### src/rtl/jt900h_intctl.sv
// jt900h_intctl: interrupt controller between NCH peripheral request lines
// and the jt900h CPU irq/ack/vector interface.
//
// Ports:
//   rst      async reset, active high
//   clk      system clock
//   cen      clock enable; all state advances only when high
//   src      raw request lines (NCH)
//   imask    CPU interrupt mask (3 bits)
//   irq      request to the CPU (registered)
//   irq_lvl  level of the presented request
//   irq_vec  vector of the presented request (int_addr)
//   irq_ack  CPU acknowledge, one cen-qualified cycle
//   cra      control-register address
//   crin     control-register write data
//   cr_we    control-register write strobe
//   cr       control-register read data (combinational)
//
// Channel register at CRBASE+n: [2:0] level (0 off, 7 NMI), [3] edge mode,
// [7] pending (write 0 clears, write 1 ignored), [6:4] read as 0.

module jt900h_intctl #(
    parameter int         NCH    = 8,
    parameter logic [7:0] VBASE  = 8'h20,
    parameter logic [7:0] CRBASE = 8'h70
) (
    input  logic           rst,
    input  logic           clk,
    input  logic           cen,
    input  logic [NCH-1:0] src,
    input  logic [2:0]     imask,
    output logic           irq,
    output logic [2:0]     irq_lvl,
    output logic [7:0]     irq_vec,
    input  logic           irq_ack,
    input  logic [7:0]     cra,
    input  logic [7:0]     crin,
    input  logic           cr_we,
    output logic [7:0]     cr
);

    localparam int CW = (NCH > 1) ? $clog2(NCH) : 1;

    typedef enum logic [1:0] {
        IDLE,
        REQ,
        ACK
    } state_t;

    state_t         state_q;
    logic [NCH-1:0] src_l_q;
    logic [NCH-1:0] pend_q;
    logic [NCH-1:0] pend_d;
    logic [NCH-1:0] mode_q;
    logic [2:0]     lvl_q [NCH];
    logic           irq_q;
    logic [2:0]     irq_lvl_q;
    logic [7:0]     irq_vec_q;
    logic [CW-1:0]  chan_q;

    logic [NCH-1:0] wr_hit;
    logic [NCH-1:0] elig;
    logic           any_elig;
    logic [CW-1:0]  win_idx;
    logic [2:0]     win_lvl;
    logic [7:0]     win_vec;
    logic           ack_clr;

    logic           unused_crin;
    assign unused_crin = ^crin[6:4];

    assign irq     = irq_q;
    assign irq_lvl = irq_lvl_q;
    assign irq_vec = irq_vec_q;

    // Only an ack seen while presenting a request clears anything.
    assign ack_clr = cen & irq_ack & (state_q == REQ);

    always_comb begin
        for (int i = 0; i < NCH; i++) begin
            wr_hit[i] = cen & cr_we & (cra == CRBASE + 8'(i));
            elig[i]   = pend_q[i] & (lvl_q[i] != 3'd0) &
                        ((lvl_q[i] > imask) | (lvl_q[i] == 3'd7));
        end
    end

    // Strict '>' keeps the lowest index on equal levels.
    always_comb begin
        any_elig = 1'b0;
        win_idx  = '0;
        win_lvl  = 3'd0;
        win_vec  = VBASE;
        for (int i = 0; i < NCH; i++) begin
            if (elig[i] && (!any_elig || lvl_q[i] > win_lvl)) begin
                any_elig = 1'b1;
                win_idx  = CW'(i);
                win_lvl  = lvl_q[i];
                win_vec  = VBASE + 8'(4 * i);
            end
        end
    end

    // Level channels follow src so pending always equals src_l after the
    // edge. Edge channels: a new rising edge beats any same-cycle clear.
    always_comb begin
        for (int i = 0; i < NCH; i++) begin
            if (!mode_q[i]) begin
                pend_d[i] = src[i];
            end else begin
                pend_d[i] = pend_q[i];
                if (wr_hit[i] && !crin[7]) pend_d[i] = 1'b0;
                if (ack_clr && chan_q == CW'(i)) pend_d[i] = 1'b0;
                if (src[i] && !src_l_q[i]) pend_d[i] = 1'b1;
            end
        end
    end

    always_comb begin
        cr = 8'd0;
        for (int i = 0; i < NCH; i++) begin
            if (cra == CRBASE + 8'(i))
                cr = {pend_q[i], 3'b000, mode_q[i], lvl_q[i]};
        end
    end

    always_ff @(posedge clk or posedge rst) begin
        if (rst) begin
            state_q   <= IDLE;
            src_l_q   <= '0;
            pend_q    <= '0;
            mode_q    <= '0;
            irq_q     <= 1'b0;
            irq_lvl_q <= 3'd0;
            irq_vec_q <= 8'd0;
            chan_q    <= '0;
            for (int i = 0; i < NCH; i++) lvl_q[i] <= 3'd0;
        end else if (cen) begin
            src_l_q <= src;
            pend_q  <= pend_d;
            for (int i = 0; i < NCH; i++) begin
                if (wr_hit[i]) begin
                    lvl_q[i]  <= crin[2:0];
                    mode_q[i] <= crin[3];
                end
            end
            unique case (state_q)
                IDLE: begin
                    if (any_elig) begin
                        chan_q    <= win_idx;
                        irq_lvl_q <= win_lvl;
                        irq_vec_q <= win_vec;
                        irq_q     <= 1'b1;
                        state_q   <= REQ;
                    end
                end
                REQ: begin
                    if (irq_ack) begin
                        irq_q   <= 1'b0;
                        state_q <= ACK;
                    end else if (!any_elig) begin
                        irq_q   <= 1'b0;
                        state_q <= IDLE;
                    end else begin
                        // Relatch every cycle: covers preemption, loss of
                        // the current channel and level rewrites alike.
                        chan_q    <= win_idx;
                        irq_lvl_q <= win_lvl;
                        irq_vec_q <= win_vec;
                    end
                end
                ACK: state_q <= IDLE;
                default: state_q <= IDLE;
            endcase
        end
    end

endmodule
### config.mk
export PLATFORM = sky130hd
export DESIGN_NAME = jt900h_intctl
export DESIGN_NICKNAME = d
export VERILOG_FILES = /design/src/rtl/jt900h_intctl.sv
export SDC_FILE = /design/constraint.sdc
export NUM_CORES = 1
export LEC_CHECK = 0
export ABC_AREA = 1
export CAP_MARGIN = 20
export CELL_PAD_IN_SITES_DETAIL_PLACEMENT = 1
export CELL_PAD_IN_SITES_GLOBAL_PLACEMENT = 1
export CORE_ASPECT_RATIO = 1.1
export CORE_MARGIN = 2
export CORE_UTILIZATION = 30
export CTS_CLUSTER_SIZE = 8
export DETAILED_ROUTE_END_ITERATION = 12
export PLACE_DENSITY_LB_ADDON = 0.3
export SLEW_MARGIN = 0
export SYNTH_ARGS = -nofsm -noshare
export SYNTH_HDL_FRONTEND = slang
export SYNTH_SLANG_ARGS = --single-unit
### constraint.sdc
create_clock -name clk -period 7.68 [get_ports clk]
set_input_delay 0.768 -clock clk [delete_from_list [all_inputs] [get_ports clk]]
set_output_delay 0.768 -clock clk [all_outputs]
set_load 0.1 [all_outputs]
**Word level (Yosys, flattened, before mapping)**

Index checks and enable logic that the tools add are counted.
Widths: inputs -> output; s select.

- Bits in registers: 65
- Output and inout port bits: 20

- Order comparisons: 15
- Bitwise logic cells: 35
- Equality and inequality tests: 35
- Reduce and logical (&&, ||, !) cells: 84
- Muxes and demuxes: 87

Operator list:

| cell | count |
|---|---|
| $mux 8 | 16 |
| $eq 8x7->1 const B | 8 |
| $mux 3 | 19 |
| $gt 3x3->1 | 15 |
| $mux 1 | 44 |
| $eq 3x3->1 const B | 12 |
| $ne 4x1->1 const B | 8 |
| $reduce_and 2->1 | 16 |
| $logic_and 1x1->1 | 31 |
| $and 1x1->1 | 27 |
| $reduce_bool 3->1 | 8 |
| $logic_not 1->1 | 16 |
| $pmux 8 s2 | 1 |
| $pmux 3 s2 | 2 |
| $or 1x1->1 | 8 |
| $logic_or 1x1->1 | 7 |
| $eq 3x2->1 const B | 2 |
| $mux 2 | 3 |
| $reduce_and 3->1 | 2 |
| $ne 2x2->1 const B | 2 |
| $pmux 2 s2 | 1 |
| $reduce_and 4->1 | 1 |
| $eq 3x1->1 const B | 1 |
| $logic_not 3->1 | 1 |
| other kinds (5) | 5 |

**Logic depth before layout (Yosys ltp)**

Gate-level depths: netlist (run 1).

- Word-level depth: 35
- Depth in mapped cells: 72
- Mapped depth without buffers: 72

**Worst setup path before layout (run 1)**

Ideal clock, no wire load.

- Kind: input to register
- Start: in imask[2]
- End: reg irq_lvl_q[0] (netlist: irq_lvl[0])
- Setup time: 120 ps
- Path slack: -1025 ps
- Cell stages on the path: 70
- Required time: 7560 ps
- Arrival time: 8585 ps
- Path through: inv_1 -> ha_1 -> nand3_1 -> nand2_1 -> nand2_1 -> nand2_2 -> nand2_4 -> nor2_1 -> inv_1 -> ha_1 -> a21oi_1 -> o21ai_0 -> nand2_1 -> nand3_1 -> nand2_2 -> nand2_1 -> nand2_1 -> inv_1 -> (+34 left out) -> nand2_1 -> ha_1 -> a21oi_1 -> o21ai_0 -> nand2_1 -> a21oi_2 -> inv_1 -> nand3_1 -> and2_1 -> ha_1 -> nand2_1 -> o21ai_0 -> nand2_1 -> a21o_2 -> o21ai_1 -> inv_1 -> nand2_1 -> nand2_1

- Longest elaborated chain between the ends: 35

RTL lines:

| item | line | source |
|---|---|---|
| start: declaration | 31 | `input logic [2:0] imask,` |
| $gt 3x3->1 | 83 | `((lvl_q[i] > imask) \| (lvl_q[i] == 3'd7));` |
| $or 1x1->1 | 83 |  |
| $and 1x1->1 | 82 | `elig[i] = pend_q[i] & (lvl_q[i] != 3'd0) &` |
| $mux 3 / $mux 1 (equally long branches) | 94 | `if (elig[i] && (!any_elig \|\| lvl_q[i] > win_lvl)) begin` |
| $gt 3x3->1 / $logic_not 1->1 (equally long branches) | 94 |  |
| $logic_or 1x1->1 | 94 |  |
| $logic_and 1x1->1 | 94 |  |
| $mux 3 / $mux 1 (equally long branches) | 94 |  |
| (+19 left out) | - |  |
| $mux 3 / $mux 1 (equally long branches) | 94 |  |
| $gt 3x3->1 / $logic_not 1->1 (equally long branches) | 94 |  |
| $logic_or 1x1->1 | 94 |  |
| $logic_and 1x1->1 | 94 |  |
| $mux 3 / $mux 1 (equally long branches) | 94 |  |
| $mux 3 * | 148, 160 |  |
| $mux 3 | 157 | `if (irq_ack) begin` |
| $pmux 3 s2 * | 146 | `unique case (state_q)` |
| end signal: assignment | 150 | `irq_lvl_q <= win_lvl;` |
| end signal: assignment | 167 | `irq_lvl_q <= win_lvl;` |
| end: declaration | 57 | `logic [2:0] irq_lvl_q;` |

Mark *: on every way between the ends. The rest lies on a longest branch, timed or not. The select of a mux whose other input is x is not followed.
A chain may end at the register's enable or synchronous reset.

**Worst setup path in the final report (run 1)**

- Start: in imask[0]
- End: reg irq_lvl_q[2] (netlist: irq_lvl[2])

Same word-level chain as after synthesis.

==> results of run 1 <==
-- cells in the final DEF, fill, tap and decap left out, drive strengths merged, types with 34 or more instances in the layout --
| cell type | n |
|---|---|
| a21oi | 34 |
| buf | 130 |
| clkdlybuf4s50 | 38 |
| dfrtp | 58 |
| ha | 45 |
| inv | 74 |
| nand2 | 173 |
| nand3 | 61 |
| nor2 | 35 |
| o21ai | 73 |
-- layer usage --
metal	vias to the layer above	wire length, um	share of wire	GRT usage
li1	2413	-	-	-
met1	2427	7020	0.41	0.251
met2	92	8980	0.53	0.388
met3	43	494	0.029	0.0285
met4	0	585	0.034	0.0814
met5	-	0	0	0
-- flip-flops by register name, indices dropped and copies added, names as in the netlist, 2 cells and up --
register  cells
lvl_q        24
mode_q        8
pend_q        8
src_l_q       8
irq_lvl       3
chan_q        2
irq_vec       2
state_q       2
-- timing repair --
action	4_1_cts	5_1_grt
buffers inserted	54	13
resized for setup	88	34
setup endpoints to repair	6	6
pin swaps	74	51
-- area by class of cell --
type / count / area (um^2)
fill: 1780 / 7560
clock inverter: 7 / 60.1
sequential: 58 / 1450
clock buffer: 9 / 225
inverter: 76 / 293
multi-input combinational: 476 / 3280
tap: 192 / 240
timing repair buffer: 169 / 1390
-- kinds of logic after synthesis --
| family | Yosys count | share of synthesized area |
|---|---|---|
| flops | 58 | 0.325 |
| buf+inv | 88 | 0.0821 |
| simple gates | 286 | 0.285 |
| fa+ha+maj | 45 | 0.126 |
| compound gates | 138 | 0.181 |
| other cells | 1 | 0.000840 |
-- cell usage after synthesis (3+ instances only) --
master and n:
a21oi_2 3, a21oi_1 30, and2_1 8, a21o_1 8, o21ai_1 6, dfrtp_1 58
inv_2 5, clkbuf_1 3, nor2_1 31, nand2_2 8, nor2_2 3, a31oi_1 3
o22ai_1 6, nand2_1 164, o21ai_0 67, ha_1 45, nand4_1 6, inv_1 70
nand3_1 57, buf_4 7
-- stage by stage --
step / utilization / setup slack [ns] / hold slack, ns / TNS (ns)
after floorplan: - / -0.565 / 0.442 / -2.99
after global placement: 0.388 / -1.33 / 0.448 / -7.71
after detailed placement: 0.388 / -2.09 / 0.455 / -12.11
after CTS: 0.461 / -0.694 / 0.470 / -3.95
after global routing: 0.478 / -1.52 / 0.479 / -8.82
final: 0.478 / -1.06 / 0.466 / -6.11
-- power groups by stage --
stage | registers, uW | logic, uW | clock network (uW)
floorplan | 431 | 96.8 | 0
global placement | 360 | 240 | 0
detailed placement | 361 | 248 | 0
CTS | 357 | 259 | 392
global route | 361 | 287 | 406
finish | 358 | 269 | 384
-- worst min-delay path: stages, from the launching register on --
cell and delay (ns):
dfrtp_1 0.34, nand2_1 0.05, nand2_1 0.04
-- worst max path at each step --
stage,from,to,slack (ns),cells after the start
global route,imask[2],irq_lvl[2],-1.52,71
finish,imask[0],irq_lvl[2],-1.06,68
floorplan,imask[2],irq_lvl[1],-0.57,69
detailed placement,imask[2],irq_lvl[2],-2.09,69
global placement,imask[2],irq_lvl[2],-1.33,69
CTS,imask[2],irq_lvl[2],-0.69,70
==> flow_summary.toml, run 1 <==
[status]
status = "complete, but fails checks"
violations = "negative setup slack"

[route]
via_count = 4975
ant_nets = 0
drt_iter0_drc = 207
drt_pass1_iterations = 4
drc_errors = 0
wl_um = 17100
wl_per_cell_um = 17.3
viasPerCell = 5.04

[finish]
instances_no_fill = 987
area_growth_pct = 55.4
drive_gt1_frac = 0.360
nets = 867
antenna_cells = 0
finalInstanceArea_um2 = 6940

[run]
cap_viol_max_count = 0

[placed_design]
place_congestion = 0.829
io_buffers = 41
placed_cells = 905
hpwlAfterDp_um = 11800
dpl_cell_area_um2 = 5630

[global_route]
antenna_found_initial = 0
grt_pass1_wl_um = 26900
grtUsageTotal = 0.213
grt_max_degree = 59
grt_pass1_vias = 5349
overflow = 0

[min_path]
hold_depth = 2
holdPathEnd = "irq"
hold_path.class = "reg2reg"
min_from = "irq"

[synthesis]
ys_warn_count = 0
synth_edf_count = 0
synth_cells = 616
synth.avg_cell_area_um2 = 7.25
synth_seq_cells = 58
post_synth_num_cell_types = 42
yosysTopAreaCell = "dfrtp_1"
ys.flop_type = "dfrtp_1"
async_reset_ff_frac = 1.00
synthTopCellsByArea = "dfrtp_1 (33%), nand2_1 (14%), ha_1 (13%)"
synthesis.area_um2 = 4460
yosysSeqAreaShare = 0.325
synth_top_area_share = 0.325

[cts]
clk_path_buf_depth = 2
numCtsBuffers = 9
cts_max_level = 3
holdBufCountCts = 0
cts_tree = "yes"
clock-sinks = 58
cts-root-buf = "clkbuf_16"
clock_latency_ns = 0.33
path_clk_slew_ns = 0.06

[die]
start_util = 0.308
die-area_um2 = 15900
io_pins = 52
placementRows = 46
core_area_um2 = 14500
die_w_um = 120
die_h_um = 132

[worst_setup_path]
critPathTopFamily = "simple AND/OR/NAND/NOR gates"
worstRegToRegCells = 68
critPathMaxStageDelay_ns = 0.29
worst-path-buf-inv = 8
cp_slowest_cell = "ha_2"
crit_arrival_ns = 8.97
reg2reg_to = "irq_lvl[2]"
cp-end-kind = "flip-flop"
critPathKind = "in2reg"
rr_startpoint = "lvl_q[21]"
critical_path_required_ns = 7.91
worst-path-max-fanout = 8
reg2reg_slack_ns = -0.90
startpoint_type = "input port"
crit_top_cell = "nand2_2"

[sta]
relSlewSlack = 0.344
fin_crit_ns = 8.74
skew_ns = 0.00693
timing.final.ws_setup_ns = -1.06
tightest_slew_ns = 0.980
slew_violations = 0
period_share = 1.14
max_freq_mhz = 114
setup_viol = 6
rsz0062_at_grt = "true"
hold_viol = 0

[power]
power.leakage_uw = 0.00339
cellInternalPower_uw = 658
powerDensity_nw_per_um2 = 146
comb_power_share = 0.266
p_switching_uw = 353
pwr-share-clk = 0.380
p_seq_frac = 0.354
p_total_uw = 1010
peakVddDrop_mv = 0.204
switching_share = 0.349
(Power assumes the default switching activity.)
==> run 2: changes to the inputs <==
--- a/config.mk
+++ b/config.mk
@@ -16,2 +16,3 @@
 export DETAILED_ROUTE_END_ITERATION = 12
+export MAX_ROUTING_LAYER = met4
 export PLACE_DENSITY_LB_ADDON = 0.3
==> constraint.sdc (replaced) <==
create_clock -name clk -period 7.17 [get_ports clk]
set_input_delay 0.717 -clock clk [delete_from_list [all_inputs] [get_ports clk]]
set_output_delay 0.717 -clock clk [all_outputs]
set_load 0.02 [all_outputs]
==> flow_summary.toml, run 2 (same netlist as run 1, synthesis figures left out) <==
[placed_design]
place_congestion = 0.836
io_buffers = 41
placed_cells = 913
hpwlAfterDp_um = 11700
dpl_cell_area_um2 = 5690

[power]
power.leakage_uw = 0.00340
switching_share = 0.288
comb_power_share = 0.197
peakVddDrop_mv = 0.153
cellInternalPower_uw = 726
powerDensity_nw_per_um2 = 147
p_seq_frac = 0.374
pwr-share-clk = 0.429
p_switching_uw = 293

[finish]
largest_register_ffs = 24
antenna_cells = 0
drive_gt1_frac = 0.355
instances_no_fill = 995
fillers = 1797
area_growth_pct = 55.0
finalInstanceArea_um2 = 6920
largest_register = "lvl_q"
postLayoutCoreUtil = 0.477
nets = 875
layout_common_cells = "nand2_1 (133), buf_4 (133), o21ai_0 (59)"

[sta]
max_freq_mhz = 117
relSlewSlack = 0.502
timing.final.ws_setup_ns = -1.35
tightest_slew_ns = 0.746
hold_slack_ns = 0.458
setup-tns-final_ns = -7.81
period_share = 1.19
skew_ns = 0.00430
slew_violations = 0
fin_crit_ns = 8.52
rsz0062_at_grt = "true"
hold_viol = 0
setup_viol = 6

[worst_setup_path]
reg2reg_slack_ns = -1.26
startpoint_type = "input port"
cp-end-kind = "flip-flop"
worst-path-max-fanout = 8
critPathMaxStageDelay_ns = 0.29
worstRegToRegCells = 68
critical_path_required_ns = 7.40
cp_slowest_cell = "ha_4"
reg2reg_to = "irq_lvl[0]"
crit_top_cell = "nand2_2"
crit_arrival_ns = 8.74
rr_startpoint = "lvl_q[23]"
critPathKind = "in2reg"

[route]
drt_iter0_drc = 188
viasPerCell = 4.93
via_count = 4904
wl_per_cell_um = 16.7
ant_nets = 0
drt_pass1_iterations = 4
drc_errors = 0
wl_um = 16700

[cts]
path_clk_slew_ns = 0.05
cts-root-buf = "clkbuf_16"
numCtsBuffers = 9
cts_max_level = 3
cts_tree = "yes"
clock_latency_ns = 0.34
clock-sinks = 58
holdBufCountCts = 0
clk_path_buf_depth = 2

[global_route]
grt_max_degree = 59
overflow = 0
grtUsageTotal = 0.214
grt_busiest_layer = "met2"
grt.met3_usage = 0.0177
use_met2 = 0.381
antenna_found_initial = 0
grt_pass1_vias = 5243
met1_usage = 0.249
grt_pass1_wl_um = 26300

[min_path]
holdPathEnd = "irq_vec[5]"
hold_path.class = "reg2reg"
hold_depth = 1
min_from = "irq_vec[5]"

[die]
die_w_um = 120
core_area_um2 = 14500
start_util = 0.308
die_h_um = 132
placementRows = 46
io_pins = 52
die-area_um2 = 15900

[run]
cap_viol_max_count = 0

[status]
violations = "negative setup slack"
status = "complete, but fails checks"
-- run 2: cell count changes in the layout (fill, tap and decap cells not counted), sizes merged --
cell	before	now
buf	130	138
clkbuf	9	11
clkinvlp	1	2
clkinv	7	4
-- run 2: final cells by class --
cell class	instances	area, um^2	share of cell area
clock inverter	5	52.6	0.00759
sequential	58	1450	0.210
clock buffer	11	253	0.0365
timing repair buffer	177	1440	0.208
multi-input combinational	476	3190	0.461
inverter	76	295	0.0427
tap	192	240	0.0347
-- run 2: how the worst max path moves through the flow --
| stage | start | endpoint | slack, ns | cells after the start |
|---|---|---|---|---|
| after floorplan | imask[2] | irq_lvl[1] | -1.02 | 69 |
| after global placement | imask[2] | irq_lvl[2] | -1.76 | 70 |
| after detailed placement | imask[2] | irq_lvl[2] | -2.35 | 70 |
| after CTS | imask[2] | irq_lvl[2] | -1.13 | 70 |
| after global routing | imask[2] | irq_lvl[0] | -1.83 | 68 |
| final | imask[2] | irq_lvl[0] | -1.35 | 70 |
-- run 2: worst max-delay path, delay by kind of cell --
family                     cells  cell delay, ns
buffers and inverters         16            1.52
adders and majority gates      7            1.83
AOI/OAI and AO/OA             13            1.60
and+or+nand+nor               34            3.05
-- run 2: metal layers --
metal | up-vias | wire (um) | part of all wire
met3 | 18 | 306 | 0.018
met2 | 68 | 8870 | 0.53
met1 | 2384 | 7190 | 0.43
met4 | 0 | 290 | 0.017
met5 | - | 0 | 0
li1 | 2434 | - | -
-- run 2: through the flow --
step	power (uW)	setup WS, ns
6_report	1020	-1.35
5_1_grt	1060	-1.83
4_1_cts	1010	-1.13
3_5_place_dp	567	-2.35
3_3_place_gp	559	-1.76
2_1_floorplan	480	-1.02
-- run 2: power by group through the flow --
stage	clock [uW]	combinational, uW	sequential, uW
2_1_floorplan	0	89.4	391
3_3_place_gp	0	175	384
3_5_place_dp	0	183	384
4_1_cts	440	192	380
5_1_grt	455	220	384
6_report	437	200	381
-- run 2: repair_timing --
action | 4_1_cts | 5_1_grt
gates cloned | 0 | 0
setup buffers | 56 | 10
pin swaps | 64 | 59
resized for setup | 58 | 48
endpoints found under the setup margin | 6 | 6
==> run 3: changes to the inputs <==
- CORE_MARGIN: 2 -> 4
==> flow_summary.toml, run 3 (same netlist as run 1, synthesis figures left out) <==
[status]
status = "complete, but fails checks"
violations = "negative setup slack"

[cts]
clk_path_buf_depth = 2
path_clk_slew_ns = 0.05
cts_max_level = 3
numCtsBuffers = 9
clock-sinks = 58
holdBufCountCts = 0
cts_tree = "yes"
clock_latency_ns = 0.33
cts-root-buf = "clkbuf_16"

[die]
die_w_um = 124
die-area_um2 = 16900
placementRows = 46
io_pins = 52
core_area_um2 = 14500
start_util = 0.308
die_h_um = 136

[sta]
relSlewSlack = 0.489
period_share = 1.22
setup-tns-final_ns = -9.18
setup_viol = 6
slew_violations = 0
hold_viol = 0
timing.final.ws_setup_ns = -1.56
fin_crit_ns = 8.73
rsz0062_at_grt = "true"
skew_ns = 0.00860
hold_slack_ns = 0.458
max_freq_mhz = 115
tightest_slew_ns = 0.767

[power]
peakVddDrop_mv = 0.132
powerDensity_nw_per_um2 = 143
power.leakage_uw = 0.00342

[worst_setup_path]
startpoint_type = "input port"
critPathKind = "in2reg"
reg2reg_slack_ns = -1.47
crit_arrival_ns = 8.95
reg2reg_to = "irq_lvl[2]"
critPathLaunch = "imask[2]"
crit_top_cell = "nand2_2"
endpoint = "irq_lvl[2]"
cp-end-kind = "flip-flop"
cp_slowest_cell = "ha_4"
critPathMaxStageDelay_ns = 0.30
worst-path-max-fanout = 8
rr_startpoint = "lvl_q[21]"
critical_path_required_ns = 7.39
worstRegToRegCells = 67

[finish]
nets = 871
antenna_cells = 0
instances_no_fill = 990
finalInstanceArea_um2 = 6990
largest_register = "lvl_q"
largest_register_ffs = 24
layout_common_cells = "nand2_1 (126), buf_4 (126), o21ai_0 (60)"
drive_gt1_frac = 0.366
area_growth_pct = 56.5

[placed_design]
hpwlAfterDp_um = 12000
io_buffers = 41
placed_cells = 913
place_congestion = 0.812
place_ws_ns = -2.44
dpl_cell_area_um2 = 5690

[global_route]
overflow = 0
antenna_found_initial = 0
grt_max_degree = 59
grt_pass1_vias = 5344
grtUsageTotal = 0.202
grt_pass1_wl_um = 26700

[route]
drt_iter0_drc = 209
wl_um = 17700
drt_pass1_iterations = 4
viasPerCell = 5.05
wl_per_cell_um = 17.8
via_count = 5002
ant_nets = 0
drc_errors = 0

[min_path]
hold_path.class = "reg2reg"

[run]
cap_viol_max_count = 0
## run 3: critical path: cells and delay by family
kind	cells	cell delay, ns
AO/OA/AOI/OAI	13	1.83
AND/OR/NAND/NOR	39	3.56
adder cells (fa/ha/maj)	8	2.19
buffers and inverters	9	0.61
## run 3: per-stage QoR
step | total power (uW) | utilization
6_report | 998 | 0.482
5_1_grt | 1040 | 0.482
4_1_cts | 994 | 0.459
3_5_place_dp | 570 | 0.392
3_3_place_gp | 559 | 0.392
2_1_floorplan | 480 | -
## run 3: routing by layer
metal  track usage  routed length (um)  vias to the layer above
li1              -                   -                     2416
met1         0.231                7650                     2467
met2         0.372                9170                       87
met3        0.0240                 370                       32
met4        0.0597                 466                        0
met5             -                   0                        -
## run 3: repair_timing
item,CTS,global route
resized for setup,75,54
gates cloned,0,0
setup endpoints to repair,6,6
pin swaps,66,56
endpoints found under the hold margin,0,0
buffers inserted,49,13
## run 3: layout make-up
cell class	instances	area (um^2)
Fill cell	1773	7520
Multi-Input combinational cell	476	3290
Clock buffer	13	280
Timing Repair Buffer	173	1420
Clock inverter	2	10.0
Inverter	76	298
Tap cell	192	240
Sequential cell	58	1450
## run 3: worst min-delay path by stage
stage	startpoint	to	slack, ns	cells past startpoint
global route	src_l_q[6]	src_l_q[6]	0.50	2
floorplan	src_l_q[6]	src_l_q[6]	0.44	2
detailed placement	irq_vec[5]	irq_vec[5]	0.45	1
global placement	irq_vec[5]	irq_vec[5]	0.45	1
finish	irq_vec[5]	irq_vec[5]	0.46	1
CTS	irq_vec[5]	irq_vec[5]	0.46	1
## run 3: report_power, final
part,leakage (uW),internal (uW),total [uW],switching (uW)
Clock,0.000147,268,412,144
Sequential,0.000771,353,383,30.1
Combinational,0.00250,87.5,203,115
